--- src/rtl/gray_conv_arbiter_if.sv ---
// gray_conv_arbiter_if: request/ack and result bus between four requesters and the shared Gray converter
interface gray_conv_arbiter_if #(parameter int WIDTH = 4);
  logic [3:0]         req;
  logic [4*WIDTH-1:0] bin_in;
  logic [3:0]         ack;
  logic [WIDTH-1:0]   gray_out;
  logic               out_valid;
  logic [1:0]         out_id;
  modport master(output req, bin_in, input ack, gray_out, out_valid, out_id);
  modport slave(input req, bin_in, output ack, gray_out, out_valid, out_id);
endinterface

--- src/rtl/gray_conv_arbiter.sv ---
// gray_conv_arbiter: round-robin shared binary-to-Gray converter with four-phase req/ack handshake
module gray_conv_arbiter #(
  parameter int WIDTH = 4
) (
  input logic clk,
  input logic rst,
  gray_conv_arbiter_if.slave bus
);
  localparam logic [1:0] IDLE = 2'd0, GRANT = 2'd1, ACK = 2'd2;
  logic [1:0] state_q, state_d, id_q, id_d, last_q, last_d, win, idx;
  logic [WIDTH-1:0] cap_q, cap_d, gray_q, gray_d;
  logic found;
  // scan starts just after the previous winner so a re-requesting client goes to the back
  always_comb begin
    win = last_q;
    found = 1'b0;
    idx = '0;
    for (int k = 1; k <= 4; k++) begin
      idx = last_q + 2'(k);
      if (!found && bus.req[idx]) begin
        win = idx;
        found = 1'b1;
      end
    end
  end
  always_comb begin
    state_d = state_q;
    id_d = id_q;
    last_d = last_q;
    cap_d = cap_q;
    gray_d = gray_q;
    if (state_q == IDLE && found) begin
      state_d = GRANT;
      cap_d = bus.bin_in[win*WIDTH +: WIDTH];
      id_d = win;
      last_d = win;
    end
    if (state_q == GRANT) begin
      state_d = ACK;
      gray_d = cap_q ^ (cap_q >> 1);
    end
    if (state_q == ACK && !bus.req[id_q]) state_d = IDLE;
    if (state_q == 2'd3) state_d = IDLE;
  end
  always_ff @(posedge clk) begin
    if (rst) begin
      state_q <= IDLE;
      id_q <= '0;
      last_q <= 2'd3;
      cap_q <= '0;
      gray_q <= '0;
    end else begin
      state_q <= state_d;
      id_q <= id_d;
      last_q <= last_d;
      cap_q <= cap_d;
      gray_q <= gray_d;
    end
  end
  assign bus.out_valid = state_q == ACK;
  assign bus.ack = {4{state_q == ACK}} & (4'b0001 << id_q);
  assign bus.gray_out = gray_q;
  assign bus.out_id = id_q;
endmodule
--- src/flat_wrapper.sv ---
// flat-port wrapper written by rule: the top's interface ports become plain ports
module gray_conv_arbiter_flat 
#(
  parameter int WIDTH = 4
)
  (clk, rst, bus_req, bus_bin_in, bus_ack, bus_gray_out, bus_out_valid, bus_out_id);
  gray_conv_arbiter_if #(.WIDTH(WIDTH)) bus_i ();
  input logic clk;
  input logic rst;
  input wire logic [$bits(bus_i.req)-1:0] bus_req;
  input wire logic [$bits(bus_i.bin_in)-1:0] bus_bin_in;
  output wire logic [$bits(bus_i.ack)-1:0] bus_ack;
  output wire logic [$bits(bus_i.gray_out)-1:0] bus_gray_out;
  output wire logic [$bits(bus_i.out_valid)-1:0] bus_out_valid;
  output wire logic [$bits(bus_i.out_id)-1:0] bus_out_id;
  assign bus_i.req = bus_req;
  assign bus_i.bin_in = bus_bin_in;
  assign bus_ack = bus_i.ack;
  assign bus_gray_out = bus_i.gray_out;
  assign bus_out_valid = bus_i.out_valid;
  assign bus_out_id = bus_i.out_id;
  gray_conv_arbiter #(.WIDTH(WIDTH)) u_core (.clk(clk), .rst(rst), .bus(bus_i));
endmodule
--- config.mk ---
export PLATFORM = sky130hd
export DESIGN_NAME = gray_conv_arbiter_flat
export DESIGN_NICKNAME = d
export VERILOG_FILES = /design/src/rtl/gray_conv_arbiter_if.sv /design/src/rtl/gray_conv_arbiter.sv /design/src/flat_wrapper.sv
export SDC_FILE = /design/constraint.sdc
export NUM_CORES = 1
export LEC_CHECK = 0
export ABC_AREA = 1
export CAP_MARGIN = 20
export CORE_AREA = 4 4 62 47
export CTS_BUF_LIST = sky130_fd_sc_hd__clkbuf_4
export DETAILED_ROUTE_END_ITERATION = 10
export DIE_AREA = 0 0 66 51
export PLACE_DENSITY_LB_ADDON = 0.2
export SLEW_MARGIN = 20
export SYNTH_ARGS = -nofsm -noshare
export SYNTH_HDL_FRONTEND = slang
export SYNTH_SLANG_ARGS = --single-unit
--- constraint.sdc ---
create_clock -name clk -period 1.9 [get_ports clk]
set_input_delay 0.38 -clock clk [delete_from_list [all_inputs] [get_ports clk]]
set_output_delay 0.38 -clock clk [all_outputs]
set_load 0.02 [all_outputs]
==> flow_metrics.tcl <==
set metrics [dict create \
    crit_chain "inv_1 -> nor2_1 -> clkdlybuf4s50_1" \
    hold_path.startpoint "u_core.cap_q[0]$_SDFFE_PP0P_" \
    core-area_um2 2350 \
    slowest_delay_ns 0.62 \
    power.density_nw_per_um2 1670 \
    ant_nets 0 \
    utilization_pct 64.8 \
    ys_ff_latch 14 \
    avgSynthCellArea_um2 6.36 \
    io_pins 33 \
    final_cell_mix "nand2_1 (43), clkdlybuf4s50_1 (26), nand3_1 (24)" \
    worst-slew-pin-transition_ns 0.363 \
    post-route-period-util_pct 94.4 \
    leakagePower_uw 0.000721 \
    clock_latency_ns 0.27 \
    grt_max_degree 11 \
    reg2reg_to "u_core.cap_q[0]$_SDFFE_PP0P_" \
    vias 1203 \
    yosys_warnings 0 \
    dr.first_iter.drc_count 44 \
    finalInstanceArea_um2 1520 \
    crit_arrival_ns 1.41 \
    timing.hold.ws_ns 0.499 \
    row_count 15 \
    grt-ovfl-total 0 \
    tritoncts "built" \
    initial_core_util_pct 45.0 \
    clock.fmax_ghz 0.558 \
    grt_use_total_pct 17.9 \
    crit_buf_inv 2 \
    finClkSkew_ns 0.00273 \
    hold_viol 0 \
    outcome "completed" \
    routed_wl_um 2680 \
    drc 0 \
    cts_buffers 3 \
    crit_family "buffers and inverters" \
    grt_antenna_before_repair 0 \
    finalSetupTns_ns 0 \
    ys_seq_area_share_pct 26.5 \
    critical_path_required_ns 1.52 \
    place_area_um2 1480 \
    grt_pass1_vias 1182 \
    reg2reg_slack_ns 0.18 \
    p_total_uw 2530 \
    r2r_cells 11 \
    finalWorstPathRequiredPeriod_ns 1.79 \
    r2r-start "u_core.last_q[1]$_SDFFE_PP1P_" \
    max_cap_violations 0 \
    dieArea_um2 3370 \
    setup_viol 0 \
    cp-end-kind "primary output" \
    die_y_um 51 \
    path_class "flop to primary output" \
    synth_nets 188 \
    syn_inst 166 \
    ir_drop_uv 659 \
    worstHoldEndpoint "u_core.cap_q[0]$_SDFFE_PP0P_" \
    cts_root_buf "clkbuf_4" \
    viasPerCell 4.91 \
    clk_path_buf_depth 2 \
    numPortBuffers 32 \
    synth.distinct_cells 21 \
    min_path_type "flop to flop" \
    wire_per_inst_um 10.9 \
    cts_num_sinks 14 \
    syn_to_final_growth_pct 44.0 \
    cp_slowest_cell "clkdlybuf4s50_1" \
    critPathMaxFanout 2 \
    synth_area_um2 1060 \
    drive_gt1_share_pct 20.9 \
    detail_route.first_pass.iterations 4 \
    layout.nets 234 \
    slew-limit-headroom_pct 75.7 \
    die_w_um 66 \
    final_common_cell "nand2_1" \
    ctsHoldBuffers 0 \
    min_path_cells 2 \
    cts.htree.levels 1 \
    dpl.hpwl_um 2220 \
    post_cts_buffers 0 \
    grt_pass1_wl_um 4790 \
    critPathLaunchType "flop" \
    clk_pin_slew_worst_paths_ns 0.08 \
    n_antenna_cell 0 \
    slew_viol_final 0 \
    gp_congestion 0.808 \
]
==> registers in the layout, summed over array words and instances (netlist names) <==
| signal | cells |
|---|---|
| u_core.bus.gray_out | 4 |
| u_core.bus.out_id | 2 |
| u_core.cap_q | 4 |
| u_core.last_q | 2 |
| u_core.state_q | 2 |
==> worst max path at each step <==
stage,from,to,slack (ns),cells past startpoint
final,u_core.state_q[1]$_SDFFE_PP0P_,bus_out_valid,0.11,3
after detailed placement,bus_req[2],u_core.cap_q[0]$_SDFFE_PP0P_,-0.18,13
after global placement,bus_req[2],u_core.cap_q[0]$_SDFFE_PP0P_,-0.14,15
after floorplan,u_core.state_q[1]$_SDFFE_PP0P_,bus_ack[0],0.17,4
after global routing,bus_req[3],u_core.cap_q[1]$_SDFFE_PP0P_,-0.004,14
after CTS,u_core.state_q[1]$_SDFFE_PP0P_,bus_out_valid,0.08,3
==> routing by layer <==
| metal | part of all wire (%) | global-route usage, % | vias to the layer above |
|---|---|---|---|
| met3 | 6.1 | 5.49 | 2 |
| met5 | 0 | 0 | - |
| li1 | - | - | 638 |
| met1 | 46 | 21.7 | 530 |
| met4 | 0.22 | 2.70 | 0 |
| met2 | 47 | 31.6 | 33 |
==> power breakdown <==
part	leakage (uW)	switching, uW	total, uW	internal [uW]
Sequential	0.000116	96.0	503	407
Clock	0.0000154	88.4	164	76.1
Combinational	0.000590	1140	1870	731
Total	0.000721	1320	2530	1210
==> through the flow <==
step	worst slack [ns]	std cells
2_1_floorplan	0.173	166
3_3_place_gp	-0.142	241
3_5_place_dp	-0.179	241
4_1_cts	0.0849	245
5_1_grt	-0.00366	245
6_report	0.107	245
==> worst reg2reg max path: cells and delay by family (launching register included) <==
| kind | cells | cell delay, ns |
|---|---|---|
| flip-flops | 1 | 0.45 |
| buffers and inverters | 2 | 0.27 |
| AO/OA/AOI/OAI | 1 | 0.13 |
| AND/OR/NAND/NOR | 8 | 0.80 |
==> repair_timing <==
item,4_1_cts,5_1_grt
gates cloned,0,0
endpoints found under the setup margin,4,6
pin swaps,0,1
resized for setup,4,13
==> cell families (layout without fill, tap and decap cells) <==
family,after synthesis,after routing,share of synthesized area [%]
buf+inv,21,66,8.41
simple gates,106,106,51.3
flops,14,14,26.5
compound gates,22,22,11.3
xor+xnor,3,3,2.49
==> layout make-up <==
type                       instances  area, um2
sequential                        14        280
tap                               34       42.5
clock inverter                     1       3.75
fill                             228        826
inverter                          20       77.6
clock buffer                       3       22.5
timing repair buffer              42        388
multi-input combinational        131        706
==> synth_stat cells <==
cell	count	area (um2)
nor3_1	4	20.0
nand3_4	1	17.5
nand2_2	14	87.6
a21oi_1	10	50.1
inv_2	4	15.0
nand3b_1	4	30.0
o21ai_0	8	40.0
nand2_4	5	56.3
inv_1	15	56.3
nand2_1	44	165
inv_4	1	6.26
nand3_1	24	120
dfxtp_1	14	280
nor2_2	1	6.26
a22oi_1	1	7.51
nand4_1	2	12.5
xnor2_1	3	26.3
a31oi_1	1	6.26
o211ai_1	2	15.0
buf_6	1	11.3
nor2_1	7	26.3
Power figures use the tool's default switching activity.
